**src/rtl/clock_sequencer_if.sv**
```systemverilog
// Control/status bundle between a clock_sequencer and whatever drives it.
// The master side drives the request levels and the burst/divide settings;
// the slave side (the sequencer) returns the CE pulse and status.
interface clock_sequencer_if #(
    parameter int unsigned DIV_W = 8,
    parameter int unsigned CNT_W = 16
);
    logic             run_req;
    logic             step_req;
    logic             halt_req;
    logic [CNT_W-1:0] step_count;
    logic [DIV_W-1:0] div;
    logic             cpu_ce;
    logic             busy;
    logic             done;
    logic [1:0]       state;

    modport master (
        output run_req,
        output step_req,
        output halt_req,
        output step_count,
        output div,
        input  cpu_ce,
        input  busy,
        input  done,
        input  state
    );

    modport slave (
        input  run_req,
        input  step_req,
        input  halt_req,
        input  step_count,
        input  div,
        output cpu_ce,
        output busy,
        output done,
        output state
    );
endinterface

```
**src/rtl/clock_sequencer.sv**
```systemverilog
// Run/halt/single-step controller producing a registered clock-enable pulse
// train for the CPU domain with a programmable divide ratio (period div+1).
// Modes: continuous RUN, N-cycle STEP burst, halt on request.
// Optional feature: define CLK_SEQ_CECNT_EN to add a free-running 32-bit
// ce_count output that counts every cpu_ce pulse (cleared only by rst).
module clock_sequencer #(
    parameter int unsigned DIV_W = 8,
    parameter int unsigned CNT_W = 16
) (
    input  logic               clk,
    input  logic               rst,
`ifdef CLK_SEQ_CECNT_EN
    clock_sequencer_if.slave   bus,
    output logic [31:0]        ce_count
`else
    clock_sequencer_if.slave   bus
`endif
);

    localparam logic [1:0] StIdle = 2'b00;
    localparam logic [1:0] StRun  = 2'b01;
    localparam logic [1:0] StStep = 2'b10;

    logic [1:0]       state_q, state_d;
    logic [DIV_W-1:0] div_q, div_d;
    logic [DIV_W-1:0] div_cnt_q, div_cnt_d;
    logic [CNT_W-1:0] remaining_q, remaining_d;
    logic             cpu_ce_q;
    logic             fin_q, fin_d;
    logic             done_q;
    logic             active;
    logic             ce_tick;

    // The unused encoding 2'b11 behaves as IDLE everywhere.
    assign active  = (state_q == StRun) || (state_q == StStep);

    // ce_tick marks the cycle whose registered image is the cpu_ce pulse.
    assign ce_tick = active && (div_cnt_q == div_q);

    // Next-state logic: mode transitions, divider counter and burst counter.
    always_comb begin
        state_d     = state_q;
        div_d       = div_q;
        div_cnt_d   = div_cnt_q;
        remaining_d = remaining_q;
        fin_d       = 1'b0;
        case (state_q)
            StRun: begin
                if (bus.halt_req) begin
                    state_d = StIdle;
                    fin_d   = 1'b1;
                end else if (ce_tick) begin
                    div_cnt_d = '0;
                end else begin
                    div_cnt_d = div_cnt_q + DIV_W'(1);
                end
            end
            StStep: begin
                // Halt and the last CE on the same edge collapse into one exit.
                if (bus.halt_req || (ce_tick && (remaining_q == CNT_W'(1)))) begin
                    state_d = StIdle;
                    fin_d   = 1'b1;
                    if (ce_tick) begin
                        remaining_d = remaining_q - CNT_W'(1);
                    end
                end else if (ce_tick) begin
                    remaining_d = remaining_q - CNT_W'(1);
                    div_cnt_d   = '0;
                end else begin
                    div_cnt_d = div_cnt_q + DIV_W'(1);
                end
            end
            default: begin
                state_d = StIdle;
                if (bus.halt_req) begin
                    state_d = StIdle;
                end else if (bus.step_req) begin
                    state_d     = StStep;
                    div_d       = bus.div;
                    div_cnt_d   = '0;
                    remaining_d = (bus.step_count == '0) ? CNT_W'(1) : bus.step_count;
                end else if (bus.run_req) begin
                    state_d   = StRun;
                    div_d     = bus.div;
                    div_cnt_d = '0;
                end
            end
        endcase
    end

    // State registers; rst forces IDLE and suppresses any pending done pulse.
    always_ff @(posedge clk) begin
        if (rst) begin
            state_q     <= StIdle;
            div_q       <= '0;
            div_cnt_q   <= '0;
            remaining_q <= '0;
            cpu_ce_q    <= 1'b0;
            fin_q       <= 1'b0;
            done_q      <= 1'b0;
        end else begin
            state_q     <= state_d;
            div_q       <= div_d;
            div_cnt_q   <= div_cnt_d;
            remaining_q <= remaining_d;
            cpu_ce_q    <= ce_tick;
            fin_q       <= fin_d;
            // done trails the exit by one cycle so it never overlaps the
            // busy cycle of the same transition.
            done_q      <= fin_q;
        end
    end

`ifdef CLK_SEQ_CECNT_EN
    logic [31:0] ce_count_q;

    // Counts on the same edge that raises cpu_ce, so the value includes
    // the pulse currently on the output.
    always_ff @(posedge clk) begin
        if (rst) begin
            ce_count_q <= '0;
        end else if (ce_tick) begin
            ce_count_q <= ce_count_q + 32'd1;
        end
    end

    assign ce_count = ce_count_q;
`endif

    assign bus.cpu_ce = cpu_ce_q;
    assign bus.busy   = active;
    assign bus.done   = done_q;
    assign bus.state  = state_q;

endmodule

```
**src/flat_wrapper.sv**
```systemverilog
// flat-port wrapper written by rule: the top's interface ports become plain ports
module clock_sequencer_flat 
#(
    parameter int unsigned DIV_W = 8,
    parameter int unsigned CNT_W = 16
)
  (clk, rst, bus_run_req, bus_step_req, bus_halt_req, bus_step_count, bus_div, bus_cpu_ce, bus_busy, bus_done, bus_state);
  clock_sequencer_if #(.DIV_W(DIV_W), .CNT_W(CNT_W)) bus_i ();
  input  logic clk;
  input  logic rst;
  input wire logic [$bits(bus_i.run_req)-1:0] bus_run_req;
  input wire logic [$bits(bus_i.step_req)-1:0] bus_step_req;
  input wire logic [$bits(bus_i.halt_req)-1:0] bus_halt_req;
  input wire logic [$bits(bus_i.step_count)-1:0] bus_step_count;
  input wire logic [$bits(bus_i.div)-1:0] bus_div;
  output wire logic [$bits(bus_i.cpu_ce)-1:0] bus_cpu_ce;
  output wire logic [$bits(bus_i.busy)-1:0] bus_busy;
  output wire logic [$bits(bus_i.done)-1:0] bus_done;
  output wire logic [$bits(bus_i.state)-1:0] bus_state;
  assign bus_i.run_req = bus_run_req;
  assign bus_i.step_req = bus_step_req;
  assign bus_i.halt_req = bus_halt_req;
  assign bus_i.step_count = bus_step_count;
  assign bus_i.div = bus_div;
  assign bus_cpu_ce = bus_i.cpu_ce;
  assign bus_busy = bus_i.busy;
  assign bus_done = bus_i.done;
  assign bus_state = bus_i.state;
  clock_sequencer #(.DIV_W(DIV_W), .CNT_W(CNT_W)) u_core (.clk(clk), .rst(rst), .bus(bus_i));
endmodule
```
**config.mk**
```make
export PLATFORM = sky130hd
export DESIGN_NAME = clock_sequencer_flat
export DESIGN_NICKNAME = d
export VERILOG_FILES = /design/src/rtl/clock_sequencer_if.sv /design/src/rtl/clock_sequencer.sv /design/src/flat_wrapper.sv
export SDC_FILE = /design/constraint.sdc
export NUM_CORES = 1
export LEC_CHECK = 0
export ABC_AREA = 0
export CAP_MARGIN = 20
export CORE_ASPECT_RATIO = 1.25
export CORE_MARGIN = 10
export CORE_UTILIZATION = 40
export DETAILED_ROUTE_END_ITERATION = 10
export GPL_TIMING_DRIVEN = 0
export PLACE_DENSITY = 0.71
export RECOVER_POWER = 25
export SYNTH_ARGS = -nofsm -noshare
export SYNTH_HDL_FRONTEND = slang
export SYNTH_SLANG_ARGS = --single-unit
```
**constraint.sdc**
```tcl
create_clock -name clk -period 5 [get_ports clk]
set_input_delay 0.5 -clock clk [delete_from_list [all_inputs] [get_ports clk]]
set_output_delay 0.5 -clock clk [all_outputs]
set_load 0.01 [all_outputs]
```
---- After elaboration in Yosys (flattened, before gate mapping) ----
Cells that the tools add are included.
word-level totals
  register bits ........................... 37
  input port bits ......................... 29
  output and inout port bits .............. 5
  word-level logic and storage cells ...... 58
operators by class
  add/sub/neg operators ................... 2
  equality and inequality tests ........... 10
  muxes and demuxes ....................... 23
  bitwise logic cells ..................... 3
  reduce and logical (&&, ||, !) cells .... 13
operators with widths
  operator                 count
  $mux W16                 4
  $mux W8                  8
  $pmux W16 S2             1
  $eq A16 B1 Y1 const B    1
  $logic_not A16 Y1        1
  $pmux W8 S2              1
  $sub A16 B1 Y16 const B  1
  $add A8 B1 Y8 const B    1
  $eq A8 B8 Y1             1
  $mux W2                  4
  $ne A2 B2 Y1 const B     4
  $reduce_and A4 Y1        2
  $ne A2 B1 Y1 const B     2
  $pmux W2 S2              1
  $reduce_bool A2 Y1       2
  $reduce_bool A4 Y1       1
  $mux W1                  3
  $not A1 Y1               3
  $reduce_and A3 Y1        1
  $eq A2 B1 Y1 const B     1
  $eq A2 B2 Y1 const B     1
  $logic_and A1 B1 Y1      2
  $logic_or A1 B1 Y1       2
  $pmux W1 S2              1
  2 further kinds          2

---- Longest topological paths before layout ----
Gate-level depths: netlist of run 1.
  depth after elaboration ................. 7
  mapped depth ............................ 10
  gate-level depth less buffers ........... 7

---- Worst setup path after synthesis of run 1 ----
Ideal clock, no wire load.
  path type ............................... reg-to-reg
  start ................................... register u_core.state_q[0], in the netlist u_core.bus.state[0]
  end ..................................... register u_core.remaining_q[10]
  arrival ................................. 2136 ps
  required time ........................... 4868 ps
  setup slack ............................. 2732 ps
  stages on the path, launching flop included .. 11
  period minus slack after synthesis ...... 2268 ps
  cells stage by stage .................... dfxtp_1 inv_1 ha_1 buf_2 inv_1 nand2_2 or4_1 buf_2 buf_2 a21oi_1 o32ai_1
on the way
  cells in the longest elaborated chain, start to end .. 5
  elaborated cells between the ends (all ways) .. 10
  those cells by class .................... eq/ne (4); mux (1); bitwise (1); reduce/logical (4)
RTL lines
  item                                          line                    text
  from (decl)                                   clock_sequencer.sv:24   logic [1:0] state_q, state_d;
  from (signal assigned)                        clock_sequencer.sv:94   state_q <= StIdle;
  from (signal assigned)                        clock_sequencer.sv:102  state_q <= state_d;
  $eq A2 B1 Y1 or $eq A2 B2 Y1 (tied branches)  clock_sequencer.sv:35   assign active = (state_q == StRun) || (state_q == StStep);
  $logic_or A1 B1 Y1 *                          clock_sequencer.sv:35
  named net bus_busy                            flat_wrapper.sv:17      output wire logic [$bits(bus_i.busy)-1:0] bus_busy;
  $logic_and A1 B1 Y1 *                         clock_sequencer.sv:38   assign ce_tick = active && (div_cnt_q == div_q);
  $ne A2 B1 Y1 (no line) *                      n/a
  $reduce_and A4 Y1 (no line) *                 n/a
  to (signal assigned)                          clock_sequencer.sv:105  remaining_q <= remaining_d;
  to (decl)                                     clock_sequencer.sv:27   logic [CNT_W-1:0] remaining_q, remaining_d;
The timed path passes the listed nets; every way through them passes the cells marked *.
A chain may end at the register's enable or synchronous reset.

---- Worst setup path after layout of run 1 ----
  start ................................... register u_core.state_q[0], in the netlist u_core.bus.state[0]
  end ..................................... register u_core.remaining_q[10]
on the way
  cells in the longest elaborated chain, start to end .. 5
  elaborated cells between the ends (all ways) .. 10
  those cells by class .................... eq/ne (4); mux (1); bitwise (1); reduce/logical (4)
RTL lines
  item                                          line
  $eq A2 B1 Y1 or $eq A2 B2 Y1 (tied branches)  clock_sequencer.sv:35, clock_sequencer.sv:47
  $logic_or A1 B1 Y1                            clock_sequencer.sv:35
  $logic_and A1 B1 Y1                           clock_sequencer.sv:38
  $ne A2 B1 Y1 (no line)                        n/a
  $reduce_and A4 Y1 (no line)                   n/a
Parallel ways exist; a longest one is shown, timed or not.

==> impl_metrics.csv, run 1 <==
group,metric,value,unit
outcome,outcome,"finished clean",
global_routing,grt_pass1_vias,2175,
yosys,syn-num-nets,299,
yosys,yosys_warnings,0,
power_and_ir_drop,p_per_area,246,nW/um2
global_routing,grt_use_total,13.5,%
drt,wirelength,6150,um
clock_tree,clk_latency,290,ps
yosys,synth_cells,265,
clock_tree,numClockSinks,37,
floorplan,fp.coreArea,5440,um2
yosys,synthFlopType,"dfxtp_1",
layout,n_antenna_cell,0,
yosys,synth_top_area_cell,"dfxtp_1",
timing,holdWs,446,ps
drt,vias,2243,
yosys,synth-xor-area-share,3.80,%
placement,hpwl,4610,um
layout,final_nets,339,
drt,ant_nets,0,
clock_tree,ctsResizeCount,0,
yosys,synth-seq-cells,37,
drt,viasPerCell,6.08,
layout,final_common_cell,"dfxtp_1",
global_routing,grt_max_degree,11,
timing,finClkSkew,4.49,ps
placement,port_buffers,33,
yosys,synth.area.top_cells,"dfxtp_1 33%, a21oi_1 5.8%, o32ai_1 5.5%, mux2i_1 4.9%, nor2_1 4.5%",
clock_tree,cts_tree,"done",
global_routing,grt_pass1_wl,10400,um
critical_path,cp.arrival,2660,ps
critical_path,crit_type,"register to register",
power_and_ir_drop,vdd_drop_max,0.146,mV
yosys,synth_compound_area_share,24.0,%
power_and_ir_drop,leakage,0.00103,uW
floorplan,placementRows,30,
floorplan,die-area,9010,um2
timing,rsz0062_at_grt,"false",
clock_tree,numCtsBuffers,5,
floorplan,fp.dieH,104,um
critical_path,cp.required,5160,ps
timing,worst_slew_pin_slew,790,ps
critical_path,cp-end-kind,"register",
layout,syn2layout_area_growth,22.0,%
drt,drc,0,
yosys,synthesis.area,2240,um2
timing,hold_viol_final,0,
clock_tree,ctsLongestPathBuffers,2,
yosys,async_flop_share,0,%
drt,drtPass1Iterations,5,
yosys,avgSynthCellArea,8.45,um2
clock_tree,cts.clk_slew.worst_paths,70,ps
drt,drt_iter0_drc,221,
layout,fillers,537,
critical_path,path_max_fanout,10,
timing,fin_crit,2500,ps
timing,slew_headroom,47.1,%
timing,fin_tns_setup,0,ps
yosys,ys_seq_area_share,33.1,%
yosys,synth-simple-area-share,26.4,%
placement,place_ws,2400,ps
yosys,synth_top_area_share,33.1,%
timing,setup-violations-final,0,
yosys,synthMuxAreaShare,4.92,%
timing,fin_ws,2500,ps
yosys,synthAdderAreaFrac,2.79,%
timing,max_freq,399,MHz
floorplan,dieWidth,86.9,um
global_routing,antenna_found_initial,0,
critical_path,startpoint_type,"register",
yosys,synthDistinctLibCells,50,
min_path,hp-class,"register to register",
floorplan,start_util,41.1,%
placement,routabilityCongestion,0.885,
clock_tree,htree_levels,2,
clock_tree,cts_post_setup_buffers_inserted,0,
drt,wl_per_cell,16.7,um
yosys,synth_top_family_by_area,"simple AND/OR/NAND/NOR gates",
layout,layout_common_cells,"37 x dfxtp_1, 28 x clkdlybuf4s50_1, 27 x nor2_1",
timing,maxSlewViolCount,0,
floorplan,io-pin-count,34,
job,drv_cap,0,
yosys,synth_edf_count,0,
clock_tree,root_buffer,"clkbuf_8",
clock_tree,ctsHoldBuffers,0,
global_routing,overflow,0,
layout,layout-drive-gt1-share,6.56,%
timing,min_period_over_period,50.1,%
-- logic make-up after synthesis --
group / Yosys count
simple gates: 106
xor+xnor: 8
fa+ha+maj: 5
buf+inv: 26
mux: 11
compound gates: 72
flops: 37
-- metrics by stage --
step / util [%] / area, um2 / power [uW] / std cells
3_5_place_dp: 48.7 / 2650 / 467 / 362
2_1_floorplan: - / 2240 / 414 / 265
5_1_grt: 50.2 / 2730 / 706 / 369
6_report: 50.2 / 2730 / 671 / 369
3_3_place_gp: 48.7 / 2650 / 466 / 362
4_1_cts: 50.3 / 2740 / 678 / 369
-- critical path, stage by stage, from the launching register on --
cell and delay, ps:
dfxtp_1 380, inv_1 60, ha_1 280, clkbuf_1 180, inv_1 150, nand2_1 130
or4_1 540, buf_2 180, buf_2 210, a21oi_1 160, o32ai_1 100
-- cells in the mapped netlist, drive strengths merged, types with 3 or more instances --
cell type	number
o31a	3
nor4	7
a31oi	5
nor2b	4
and3	12
nor2	27
dfxtp	37
nor3	13
nand2b	16
a21oi	26
inv	9
ha	5
buf	6
xnor2	8
clkbuf	11
nand2	6
mux2i	11
a211o	5
nand3	8
o32ai	15
-- layer usage --
layer / vias up / global-route usage [%] / wire (um)
li1: 1082 / - / -
met4: 0 / 4.64 / 92
met3: 10 / 3.29 / 388
met5: - / 0 / 0
met1: 1061 / 16.2 / 2600
met2: 90 / 22.5 / 3070
-- registers in the layout (all words and copies together), names as in the netlist --
register            flops
u_core.bus.cpu_ce       1
u_core.remaining_q     16
u_core.div_cnt_q        8
u_core.div_q            8
u_core.bus.state        2
u_core.bus.done         1
u_core.fin_q            1
-- layout make-up --
cell class	count	area (um2)	share of cell area (%)
repair buffers	33	330	12.1
clock buffers	7	86.3	3.16
plain buffers	17	75.1	2.75
multi-input cells	202	1390	50.7
inverters	9	33.8	1.24
flip-flops and latches	37	741	27.1
well taps	64	80.1	2.93
-- path summary, 6_finish.rpt --
check                      startpoint                endpoint  slack [ps]  cells after the start
setup reg to reg  u_core.bus.state[0]  u_core.remaining_q[10]        2500                     10
setup / recovery  u_core.bus.state[0]  u_core.remaining_q[10]        2500                     10
hold / removal           u_core.fin_q         u_core.bus.done         450                      1
hold reg to reg          u_core.fin_q         u_core.bus.done         450                      1
-- where the power goes --
part / internal [uW] / leakage (uW) / switching (uW)
clock network: 109 / 0.0000443 / 99.6
logic: 65.7 / 0.000681 / 77.5
registers: 307 / 0.000301 / 12.2
total: 482 / 0.00103 / 189
Note: power is estimated with default switching activity, not from simulation.
==> inputs of run 2 (changes only) <==
Settings changed: PLACE_DENSITY 0.71 to 0.73.
Clock period 5 ns to 2.3 ns, I/O delays scaled along.
==> impl_metrics.csv, run 2 (synthesis gave the netlist of run 1 again) <==
group,metric,value,unit
clock_tree,cts_post_setup_buffers_inserted,0,
drt,ant_nets,0,
drt,met2_wirelength,3130,um
drt,drt_iter0_drc,219,
global_routing,grt_max_degree,12,
layout,top_regs,"u_core.remaining_q (16), u_core.div_cnt_q (8), u_core.div_q (8)",
layout,largest_reg_flops,16,
clock_tree,root_buffer,"clkbuf_8",
drt,wl_met3,367,um
critical_path,critical-path-max-stage-delay,530,ps
placement,hpwl,4710,um
drt,maxUsedRoutingLayer,"met4",
power_and_ir_drop,p_seq_share,43.1,%
outcome,outcome,"finished clean",
layout,regMostFlops,"u_core.remaining_q",
clock_tree,cts.clk_slew.worst_paths,80,ps
layout,instances_no_fill,369,
placement,place_ws,-128,ps
floorplan,io-pin-count,34,
floorplan,dieWidth,86.9,um
floorplan,die-area,9010,um2
timing,finClkSkew,11.7,ps
drt,drtPass1Iterations,4,
timing,holdWs,446,ps
global_routing,grt_use_total,13.9,%
drt,vias,2194,
critical_path,path_max_fanout,10,
critical_path,critPathSlowestCell,"or4_1",
drt,wl_per_cell,16.9,um
layout,final_util,51.7,%
timing,min_period_over_period,93.8,%
critical_path,crit_family,"simple AND/OR/NAND/NOR gates",
clock_tree,htree_levels,2,
timing,fin_ws,142,ps
critical_path,path_cells,"inv_1 -> ha_4 -> inv_2 -> nand2_2 -> or4_1 -> buf_4 -> buf_4 -> a21oi_1 -> o32ai_1",
critical_path,crit_buf_inv,4,
timing,fin_crit,2160,ps
layout,syn2layout_area_growth,25.8,%
clock_tree,cts_tree,"done",
floorplan,start_util,41.1,%
clock_tree,numCtsBuffers,5,
min_path,hp-class,"register to register",
power_and_ir_drop,intPower,1170,uW
power_and_ir_drop,vdd_drop_max,0.300,mV
floorplan,fp.dieH,104,um
layout,n_antenna_cell,0,
global_routing,grt_pass1_vias,2211,
drt,drc,0,
drt,met1_length,2570,um
timing,worst_slew_pin_slew,751,ps
critical_path,crit_type,"register to register",
layout,layout_common_cells,"35 x dfxtp_1, 27 x nor2_1, 27 x clkdlybuf4s50_1",
floorplan,placementRows,30,
critical_path,startpoint_type,"register",
drt,viasPerCell,5.95,
job,drv_cap,0,
critical_path,cp-end-kind,"register",
power_and_ir_drop,clkPwrFrac,36.9,%
critical_path,reg2reg_slack,140,ps
power_and_ir_drop,p_per_area,571,nW/um2
global_routing,antenna_found_initial,0,
power_and_ir_drop,leakage,0.00105,uW
clock_tree,ctsHoldBuffers,0,
power_and_ir_drop,switchingPower,441,uW
drt,wirelength,6230,um
layout,layout-drive-gt1-share,10.5,%
layout,final_area,2820,um2
critical_path,cp.arrival,2310,ps
layout,final_common_cell,"dfxtp_1",
timing,slew_headroom,49.7,%
timing,max_freq,463,MHz
timing,hold_viol_final,0,
placement,routabilityCongestion,0.886,
placement,port_buffers,33,
floorplan,fp.coreArea,5440,um2
clock_tree,ctsLongestPathBuffers,2,
critical_path,path_common_cell,"buf_4",
power_and_ir_drop,sw_frac_of_total,27.4,%
global_routing,overflow,0,
critical_path,cp.required,2460,ps
timing,setup-violations-final,0,
timing,maxSlewViolCount,0,
placement,placed_cell_area,2650,um2
placement,dp_cells,362,
timing,rsz0062_at_grt,"false",
clock_tree,numClockSinks,37,
layout,final_nets,338,
global_routing,grt_pass1_wl,10500,um
power_and_ir_drop,p_comb_share,20.0,%
clock_tree,clk_latency,300,ps
==> run 2: power groups by stage <==
stage / Sequential [uW] / Combinational, uW / Clock, uW
final: 694 / 321 / 595
after CTS: 693 / 312 / 604
after detailed placement: 708 / 308 / 0
after global placement: 707 / 305 / 0
after floorplan: 702 / 198 / 0
after global routing: 697 / 355 / 627
==> run 2: metal layers <==
metal,vias to the layer above,global-route usage (%)
met5,-,0
met4,0,5.57
met3,16,3.92
met2,69,23.8
met1,1034,15.6
li1,1075,-
==> run 2: worst paths after layout <==
| check | start | end | cells after the start |
|---|---|---|---|
| setup reg to reg | u_core.bus.state[0] | u_core.remaining_q[14] | 9 |
| hold / removal | u_core.fin_q | u_core.bus.done | 1 |
| setup / recovery | u_core.bus.state[0] | u_core.remaining_q[14] | 9 |
| hold reg to reg | u_core.fin_q | u_core.bus.done | 1 |
==> run 2: through the flow <==
stage	power, uW	TNS [ps]
6_report	1610	0
2_1_floorplan	901	0
5_1_grt	1680	0
3_5_place_dp	1020	-1200
4_1_cts	1610	0
3_3_place_gp	1010	-528
==> run 2: cell type report <==
class | count | area [um2]
plain buffers | 16 | 76.3
clock buffers | 7 | 86.3
clock inverters | 1 | 30.0
fillers | 528 | 2630
inverters | 9 | 33.8
multi-input cells | 202 | 1440
flip-flops and latches | 37 | 743
well taps | 64 | 80.1
repair buffers | 33 | 330
==> run 2: what timing repair did <==
| action | CTS | global route |
|---|---|---|
| setup endpoints to repair | 20 | 22 |
| cloned | 0 | 0 |
| resized for setup | 6 | 8 |
==> run 2: worst register-to-register path: cells and delay by family, from the launching register on <==
kind	cells	cell delay (ps)
simple gates	2	630
compound gates	2	240
buf+inv	4	530
fa+ha+maj	1	270
flops	1	360
==> inputs of run 3 (changes only) <==
Settings changed: PLACE_DENSITY 0.73 to 0.69.
==> impl_metrics.csv, run 3 (synthesis gave the netlist of run 1 again) <==
group,metric,value,unit
timing,holdWs,459,ps
critical_path,startpoint_type,"register",
clock_tree,cts.clk_slew.worst_paths,80,ps
global_routing,grt_pass1_wl,10400,um
floorplan,start_util,41.1,%
clock_tree,root_buffer,"clkbuf_8",
drt,drc,0,
layout,largest_reg_flops,16,
layout,n_antenna_cell,0,
floorplan,fp.dieH,104,um
power_and_ir_drop,intPower,1080,uW
critical_path,critPathLaunch,"u_core.bus.state[0]",
critical_path,crit_type,"register to register",
critical_path,cp.required,2460,ps
clock_tree,ctsHoldBuffers,0,
placement,place_ws,-80.4,ps
drt,drt_iter0_drc,290,
drt,wirelength,6320,um
timing,finClkSkew,10.5,ps
timing,setup-violations-final,0,
clock_tree,ctsLongestPathBuffers,2,
global_routing,grt_max_degree,12,
layout,multi_input_area,1430,um2
timing,fin_ws,93.8,ps
power_and_ir_drop,clkPwrFrac,33.6,%
floorplan,placementRows,30,
drt,viasPerCell,6.01,
floorplan,die-area,9010,um2
critical_path,rr_worst_depth,10,
critical_path,path_max_fanout,10,
floorplan,io-pin-count,34,
global_routing,grt_use_total,13.6,%
layout,fillers,543,
drt,wl_met3,460,um
power_and_ir_drop,p_comb_share,21.0,%
min_path,hp-class,"register to register",
power_and_ir_drop,switchingPower,445,uW
critical_path,r2r_start,"u_core.bus.state[0]",
critical_path,endpoint,"u_core.remaining_q[14]",
power_and_ir_drop,leakage,0.00106,uW
clock_tree,numClockSinks,37,
job,drv_cap,0,
critical_path,reg2reg_slack,90,ps
timing,min_period_over_period,95.9,%
drt,maxUsedRoutingLayer,"met4",
placement,port_buffers,33,
global_routing,grt_pass1_vias,2234,
critical_path,reg2reg_to,"u_core.remaining_q[14]",
critical_path,critPathSlowestCell,"or4_1",
layout,final_common_cell,"dfxtp_1",
layout,syn2layout_area_growth,25.4,%
drt,wl_per_cell,17.1,um
critical_path,crit_buf_inv,5,
critical_path,cp-end-kind,"register",
drt,met2_wirelength,3190,um
floorplan,dieWidth,86.9,um
power_and_ir_drop,sw_frac_of_total,29.1,%
timing,max_freq,453,MHz
placement,hpwl,4660,um
layout,top_regs,"u_core.remaining_q (16), u_core.div_cnt_q (8), u_core.div_q (8)",
timing,worst_slew_pin_slew,768,ps
clock_tree,clk_latency,300,ps
power_and_ir_drop,p_per_area,545,nW/um2
drt,ant_nets,0,
critical_path,critical-path-max-stage-delay,540,ps
layout,layout_common_cells,"36 x dfxtp_1, 27 x nor2_1, 27 x clkdlybuf4s50_1",
critical_path,cp.arrival,2370,ps
drt,met1_length,2570,um
global_routing,overflow,0,
layout,regMostFlops,"u_core.remaining_q",
clock_tree,cts_post_setup_buffers_inserted,0,
clock_tree,cts_tree,"done",
power_and_ir_drop,vdd_drop_max,0.269,mV
critical_path,path_common_cell,"buf_6",
min_path,hold_depth,1,
critical_path,path_cells,"inv_1 -> ha_1 -> buf_4 -> inv_4 -> nand2_4 -> or4_1 -> buf_6 -> buf_6 -> a21oi_1 -> o32ai_1",
timing,hold_viol_final,0,
outcome,outcome,"finished clean",
timing,slew_headroom,48.5,%
power_and_ir_drop,p_seq_share,45.4,%
critical_path,crit_family,"simple AND/OR/NAND/NOR gates",
floorplan,fp.coreArea,5440,um2
clock_tree,numCtsBuffers,5,
layout,final_nets,339,
layout,seqCellArea,742,um2
timing,maxSlewViolCount,0,
global_routing,antenna_found_initial,0,
critical_path,critical_path_depth,10,
placement,routabilityCongestion,0.832,
drt,vias,2224,
timing,fin_crit,2210,ps
clock_tree,htree_levels,2,
drt,drtPass1Iterations,6,
layout,layout-drive-gt1-share,10.5,%
[run 3: stage by stage]
stage | utilization (%) | total power [uW] | instance area, um2 | TNS, ps | instances
3_3_place_gp | 48.7 | 1010 | 2650 | -658 | 362
4_1_cts | 50.7 | 1520 | 2760 | 0 | 370
2_1_floorplan | - | 901 | 2240 | 0 | 265
5_1_grt | 51.6 | 1590 | 2810 | -4.37 | 370
6_report | 51.6 | 1530 | 2810 | 0 | 370
3_5_place_dp | 48.7 | 1020 | 2650 | -578 | 362
[run 3: cell type report]
class	count	share of cell area (%)
multi-input combinational	202	50.8
sequential	37	26.4
timing repair buffer	33	11.8
clock buffer	7	3.43
buffer	17	3.30
tap	64	2.85
inverter	9	1.29
clock inverter	1	0.178
[run 3: timing repair]
| item | 4_1_cts | 5_1_grt |
|---|---|---|
| endpoints found under the setup margin | 19 | 21 |
| cloned | 0 | 0 |
| gates resized for setup | 4 | 15 |
| pin swaps | 0 | 1 |
[run 3: worst reg2reg max path: cells and delay by family, from the launching register on]
family | cells | cell delay [ps]
AOI/OAI and AO/OA | 2 | 230
adders and majority gates | 1 | 290
buffers and inverters | 5 | 600
DFF | 1 | 360
and+or+nand+nor | 2 | 600
[run 3: metal layers]
metal | vias up | track usage [%]
met4 | 0 | 4.76
li1 | 1075 | -
met1 | 1044 | 15.7
met5 | - | 0
met3 | 12 | 3.84
met2 | 93 | 22.8
[run 3: power by group through the flow]
stage,sequential (uW),combinational [uW],clock [uW]
final,694,322,514
after CTS,694,311,517
after global placement,708,307,0
after floorplan,702,198,0
after detailed placement,709,307,0
after global routing,698,353,537
[run 3: worst min-delay path by stage]
stage / from / to / slack [ps]
2_1_floorplan: bus_halt_req / u_core.bus.state[0] / 310
3_3_place_gp: u_core.fin_q / u_core.bus.done / 450
3_5_place_dp: u_core.fin_q / u_core.bus.done / 450
4_1_cts: u_core.fin_q / u_core.bus.done / 460
5_1_grt: u_core.fin_q / u_core.bus.done / 460
6_report: u_core.fin_q / u_core.bus.done / 460
